==> config.mk <==
export PLATFORM = sky130hd
export DESIGN_NAME = lisnoc_router_output_arbiter
export DESIGN_NICKNAME = d
export VERILOG_FILES = /design/src/rtl/lisnoc_router_output_arbiter_pkg.sv /design/src/rtl/lisnoc_arb_rr.sv /design/src/rtl/lisnoc_router_output_arbiter.sv
export SDC_FILE = /design/constraint.sdc
export NUM_CORES = 1
export LEC_CHECK = 0
export ABC_AREA = 1
export CAP_MARGIN = 20
export CORE_MARGIN = 3
export CORE_UTILIZATION = 35
export DETAILED_ROUTE_END_ITERATION = 7
export GPL_ROUTABILITY_DRIVEN = 0
export PLACE_DENSITY_LB_ADDON = 0.2
export SETUP_SLACK_MARGIN = 0.1
export SKIP_LAST_GASP = 1
export SYNTH_ARGS = -nofsm -noshare
export SYNTH_HDL_FRONTEND = slang
export SYNTH_HIERARCHICAL = 1
export SYNTH_SLANG_ARGS = --single-unit
==> constraint.sdc <==
create_clock -name clk -period 5.4 [get_ports clk]
set_input_delay 1.62 -clock clk [delete_from_list [all_inputs] [get_ports clk]]
set_output_delay 1.62 -clock clk [all_outputs]
set_load 0.005 [all_outputs]
==> src/rtl/lisnoc_router_output_arbiter_pkg.sv <==
// Shared types for the router output arbiter: flit type codes and arbiter FSM states.
// Flit type codes match the router-wide flit definitions.
package lisnoc_router_output_arbiter_pkg;

    localparam logic [1:0] FLIT_TYPE_PAYLOAD = 2'b00;
    localparam logic [1:0] FLIT_TYPE_HEADER  = 2'b01;
    localparam logic [1:0] FLIT_TYPE_LAST    = 2'b10;
    localparam logic [1:0] FLIT_TYPE_SINGLE  = 2'b11;

    typedef enum logic {
        ARB_IDLE   = 1'b0,
        ARB_LOCKED = 1'b1
    } arb_state_t;

endpackage

==> src/rtl/lisnoc_arb_rr.sv <==
// Combinational round-robin arbiter: the first requester at or above the one-hot ptr wins,
// wrapping upward modulo N.
module lisnoc_arb_rr #(
    parameter int N = 5
) (
    input  logic [N-1:0] req,
    input  logic [N-1:0] ptr,
    output logic [N-1:0] gnt
);

    logic [N-1:0]   mask;
    logic [2*N-1:0] dbl;
    logic [2*N-1:0] first;

    always_comb begin
        // Lower copy holds only requests at or above ptr; the upper copy provides the wrap.
        mask  = ~(ptr - {{(N-1){1'b0}}, 1'b1});
        dbl   = {req, req & mask};
        first = dbl & ~(dbl - {{(2*N-1){1'b0}}, 1'b1});
        gnt   = first[N-1:0] | first[2*N-1:N];
    end

endmodule

==> src/rtl/lisnoc_router_output_arbiter.sv <==
// Output-port stage: round-robin arbitration with per-packet lock, read acknowledge
// back to the winning input, and a registered output flit with valid/ready handshake.
module lisnoc_router_output_arbiter
    import lisnoc_router_output_arbiter_pkg::*;
#(
    parameter int flit_data_width = 32,
    parameter int flit_type_width = 2,
    parameter int ports           = 5
) (
    input  logic                                                   clk,
    input  logic                                                   rst,
    input  logic [ports-1:0]                                       in_request,
    input  logic [ports*(flit_data_width+flit_type_width)-1:0]     in_flit,
    output logic [ports-1:0]                                       in_read,
    output logic [flit_data_width+flit_type_width-1:0]             out_flit,
    output logic                                                   out_valid,
    input  logic                                                   out_ready,
    output arb_state_t                                             dbg_state,
    output logic [ports-1:0]                                       dbg_rr_ptr,
    output logic [ports-1:0]                                       dbg_lock_port
);

    localparam int flit_width = flit_data_width + flit_type_width;

    // Handshake: out_flit moves downstream on any cycle with out_valid && out_ready;
    // input i's flit is taken on any cycle with in_read[i], and appears one cycle later.
    arb_state_t              state_q, state_d;
    logic [ports-1:0]        lock_port_q, lock_port_d;
    logic [ports-1:0]        rr_ptr_q, rr_ptr_d;
    logic [flit_width-1:0]   out_flit_q, out_flit_d;
    logic                    out_valid_q, out_valid_d;

    logic                        can_accept;
    logic [ports-1:0]            rr_gnt;
    logic [ports-1:0]            grant;
    logic [ports-1:0]            read;
    logic                        transfer;
    logic [flit_width-1:0]       sel_flit;
    logic [flit_type_width-1:0]  sel_type;

    lisnoc_arb_rr #(
        .N (ports)
    ) u_arb (
        .req (in_request),
        .ptr (rr_ptr_q),
        .gnt (rr_gnt)
    );

    always_comb begin
        can_accept = ~out_valid_q | out_ready;
        grant      = (state_q == ARB_LOCKED) ? lock_port_q : rr_gnt;
        read       = can_accept ? (grant & in_request) : '0;
        transfer   = |read;

        sel_flit = '0;
        for (int i = 0; i < ports; i++) begin
            if (read[i]) begin
                sel_flit = sel_flit | in_flit[i*flit_width +: flit_width];
            end
        end
        sel_type = sel_flit[flit_width-1 -: flit_type_width];

        state_d     = state_q;
        lock_port_d = lock_port_q;
        rr_ptr_d    = rr_ptr_q;
        out_flit_d  = out_flit_q;
        out_valid_d = out_valid_q;

        if (transfer) begin
            out_flit_d  = sel_flit;
            out_valid_d = 1'b1;
            if (state_q == ARB_IDLE) begin
                // Anything but a HEADER while unlocked is treated as a single-flit packet.
                if (sel_type == FLIT_TYPE_HEADER) begin
                    state_d     = ARB_LOCKED;
                    lock_port_d = read;
                end else begin
                    rr_ptr_d = {read[ports-2:0], read[ports-1]};
                end
            end else if (sel_type == FLIT_TYPE_LAST) begin
                state_d  = ARB_IDLE;
                rr_ptr_d = {lock_port_q[ports-2:0], lock_port_q[ports-1]};
            end
        end else if (out_ready) begin
            out_valid_d = 1'b0;
        end
    end

    always_ff @(posedge clk) begin
        if (rst) begin
            state_q     <= ARB_IDLE;
            lock_port_q <= '0;
            rr_ptr_q    <= {{(ports-1){1'b0}}, 1'b1};
            out_flit_q  <= '0;
            out_valid_q <= 1'b0;
        end else begin
            state_q     <= state_d;
            lock_port_q <= lock_port_d;
            rr_ptr_q    <= rr_ptr_d;
            out_flit_q  <= out_flit_d;
            out_valid_q <= out_valid_d;
        end
    end

    assign in_read       = read;
    assign out_flit      = out_flit_q;
    assign out_valid     = out_valid_q;
    assign dbg_state     = state_q;
    assign dbg_rr_ptr    = rr_ptr_q;
    assign dbg_lock_port = lock_port_q;

endmodule

==> results.toml <==
[critical_path]
cp_data_required_time_ns = 3.78
worst-path-stages = 13
crit_path_max_fanout = 4
critical-path-max-stage-delay_ns = 0.56
critPathLaunch = "in_request[0]"
endpoint = "in_read[0]"
critical_path_class = "primary input to primary output"
critPathTopFamily = "buffers and inverters"
path_common_cell = "nand2_1"
reg2reg_to = "dbg_rr_ptr[1]"
reg2reg_slack_ns = 2.61
worst_path_max_delay_cell = "clkdlybuf4s50_1"
cp-end-kind = "primary output"
crit_arrival_ns = 3.57
critPathLaunchType = "primary input"
worstPathCellList = "clkdlybuf4s50_1, nand2_2, nand2_1, inv_1, nand2_1, inv_2, nand4_1, nand2_1, nand2_1, nand2_2, nand2_1, inv_1, clkdlybuf4s50_1"
regToRegStartpoint = "dbg_rr_ptr[0]"
path_buf_inv = 5
reg2regPathDepth = 20

[grt]
antenna_found_initial = 0
overflow = 0
grt_pass1_wl_um = 20500
gr-usage-all-layers_pct = 26.1
grt_max_degree = 36
grt_pass1_vias = 4156

[sta]
skew_ns = 0.0114
setup_tns_ns = 0
setup_violations = 0
drv_slew = 0
timing.final.crit_share_pct = 96.0
slew_headroom_pct = 37.8
fin_crit_ns = 5.19
worst_slew_pin_slew_ns = 0.931
hold_violations = 0
fmax_mhz = 193
rsz0062_at_grt = "false"

[finish]
layout_commonest_cell = "nand2_1"
syn_to_final_growth_pct = 79.2
final_net_count = 884
utilization_pct = 65.7
fillers = 725
antenna_cells = 0
drive_gt1_share_pct = 6.52
final_cell_mix = "229 x nand2_1, 224 x clkdlybuf4s50_1, 46 x dfxtp_1"

[power_and_ir_drop]
pwr-share-clk_pct = 10.8
p_switching_mw = 0.795
switching_share_pct = 41.4
p_int_mw = 1.12
leakage_nw = 2.24
pwr-share-comb_pct = 59.4
powerDensity_nw_per_um2 = 350
seqPwrFrac_pct = 29.7
vdd_drop_max_mv = 0.192

[synthesis]
syn_nets = 665
async_flop_share_pct = 0
yosysUniqueCellTypes = 27
netlist_top_cells_area = "dfxtp_1 30%, nand2_1 28%, a41oi_1 8.0%"
yosysTopAreaCell = "dfxtp_1"
yosysSeqAreaShare_pct = 30.1
ys.flop_type = "dfxtp_1"
yosysWarnings = 6
syn_area_per_cell_um2 = 6.29
syn-instance-count = 486
synth_edf_count = 0
ys_ff_latch = 46
netlist_area_um2 = 3060
yosysTopAreaCellShare_pct = 30.1

[flow_run]
cap_violations = 0

[route]
drt-pass1-iter-count = 5
via_per_inst = 5.13
remaining_drc_errors = 0
wire_per_inst_um = 16.5
routed_wl_um = 13400
vias = 4157
drt_iter0_drc = 170
ant_nets = 0

[floorplan]
start_util_pct = 36.6
die_w_um = 99.5
rows = 33
die-area_um2 = 9890
fp.dieH_um = 99.5
core_um2 = 8340
io_pins = 229

[clock_network]
path_clk_slew_ns = 0.09
cts_sinks = 46
clk_latency_ns = 0.30
cts_buffer_depth = 2
cts_tree = "yes"
root_buffer = "clkbuf_8"
h-tree-depth = 2
cts_made_buffers = 5
cts_setup_buffers = 0

[worst_hold_path]
worstHoldPathCells = 2
hp-class = "flop to flop"

[placement]
hpwl_um = 10400
portBuffers = 228

[status]
status = "finished, final reports clean"
[cell usage after synthesis, types with 4 or more instances]
library cell	number
nor2_1	15
a41oi_1	28
nor2_2	4
dfxtp_1	46
nand3_2	4
a41oi_2	4
a21oi_1	44
nand2_2	11
buf_2	13
nand3_1	25
inv_1	27
o21ai_1	7
nand2_1	229
o21ai_0	5
clkbuf_1	4
buf_6	4
buf_4	4
[sequential cells by signal, summed over array words and instances (netlist names)]
register,cells
dbg_state,1
out_flit,34
out_valid,1
dbg_lock_port,5
dbg_rr_ptr,5
[layout make-up]
cell class	instances	area, um^2	area share [%]
clock buffer	6	72.6	1.32
timing repair buffer	237	2360	43.0
inverter	29	109	1.99
multi-input combinational	386	1870	34.2
tap	105	131	2.40
sequential	46	921	16.8
clock inverter	2	13.8	0.251
[worst min path at each step]
stage,from,end,slack [ns]
6_report,out_flit[33],out_flit[33],0.48
4_1_cts,out_flit[33],out_flit[33],0.48
3_3_place_gp,out_flit[33],out_flit[33],0.45
2_1_floorplan,out_flit[32],out_flit[32],0.46
5_1_grt,out_flit[33],out_flit[33],0.51
3_5_place_dp,out_flit[33],out_flit[33],0.47
[worst min-delay path, cell delays in order (launching register included)]
cell     delay [ns]
dfxtp_1        0.32
nand2_1        0.06
a21oi_1        0.05
[per-stage QoR]
| step | setup WS (ns) | area, um^2 | total power [mW] | hold WS, ns | cells |
|---|---|---|---|---|---|
| 3_5_place_dp | 0.0973 | 5380 | 1.71 | 0.467 | 803 |
| 5_1_grt | 0.113 | 5480 | 2.06 | 0.505 | 811 |
| 4_1_cts | 0.159 | 5470 | 1.93 | 0.480 | 811 |
| 6_report | 0.215 | 5480 | 1.92 | 0.475 | 811 |
| 3_3_place_gp | 0.141 | 5380 | 1.69 | 0.453 | 803 |
| 2_1_floorplan | 1.14 | 3060 | 1.17 | 0.455 | 486 |
[cells by family (layout without fill, tap and decap cells)]
family / count (synthesis) / count (layout) / synth area share, %
compound gates: 92 / 92 / 20.6
fa+ha+maj: 1 / 1 / 0.409
buf+inv: 54 / 274 / 8.64
flops: 46 / 46 / 30.1
simple gates: 293 / 293 / 40.2
[per-layer routing]
metal	global-route usage [%]	vias to the layer above	part of all wire, %
met1	30.1	1875	39
met2	45.8	211	49
met5	0	-	0
li1	-	2040	-
met3	6.73	31	8.6
met4	10.3	0	3.2
[power groups by stage]
| stage | logic (mW) | clock network [mW] | registers (mW) |
|---|---|---|---|
| 2_1_floorplan | 0.601 | 0 | 0.567 |
| 3_3_place_gp | 1.12 | 0 | 0.571 |
| 3_5_place_dp | 1.14 | 0 | 0.576 |
| 4_1_cts | 1.14 | 0.215 | 0.570 |
| 5_1_grt | 1.25 | 0.227 | 0.591 |
| 6_report | 1.14 | 0.208 | 0.570 |
[repair_timing]
action | 4_1_cts | 5_1_grt
gates cloned | 0 | 0
pin swaps | 0 | 0
hold buffers | 0 | 0
endpoints found under the setup margin | 1 | 4
resized for setup | 1 | 4
(Power assumes the default switching activity.)
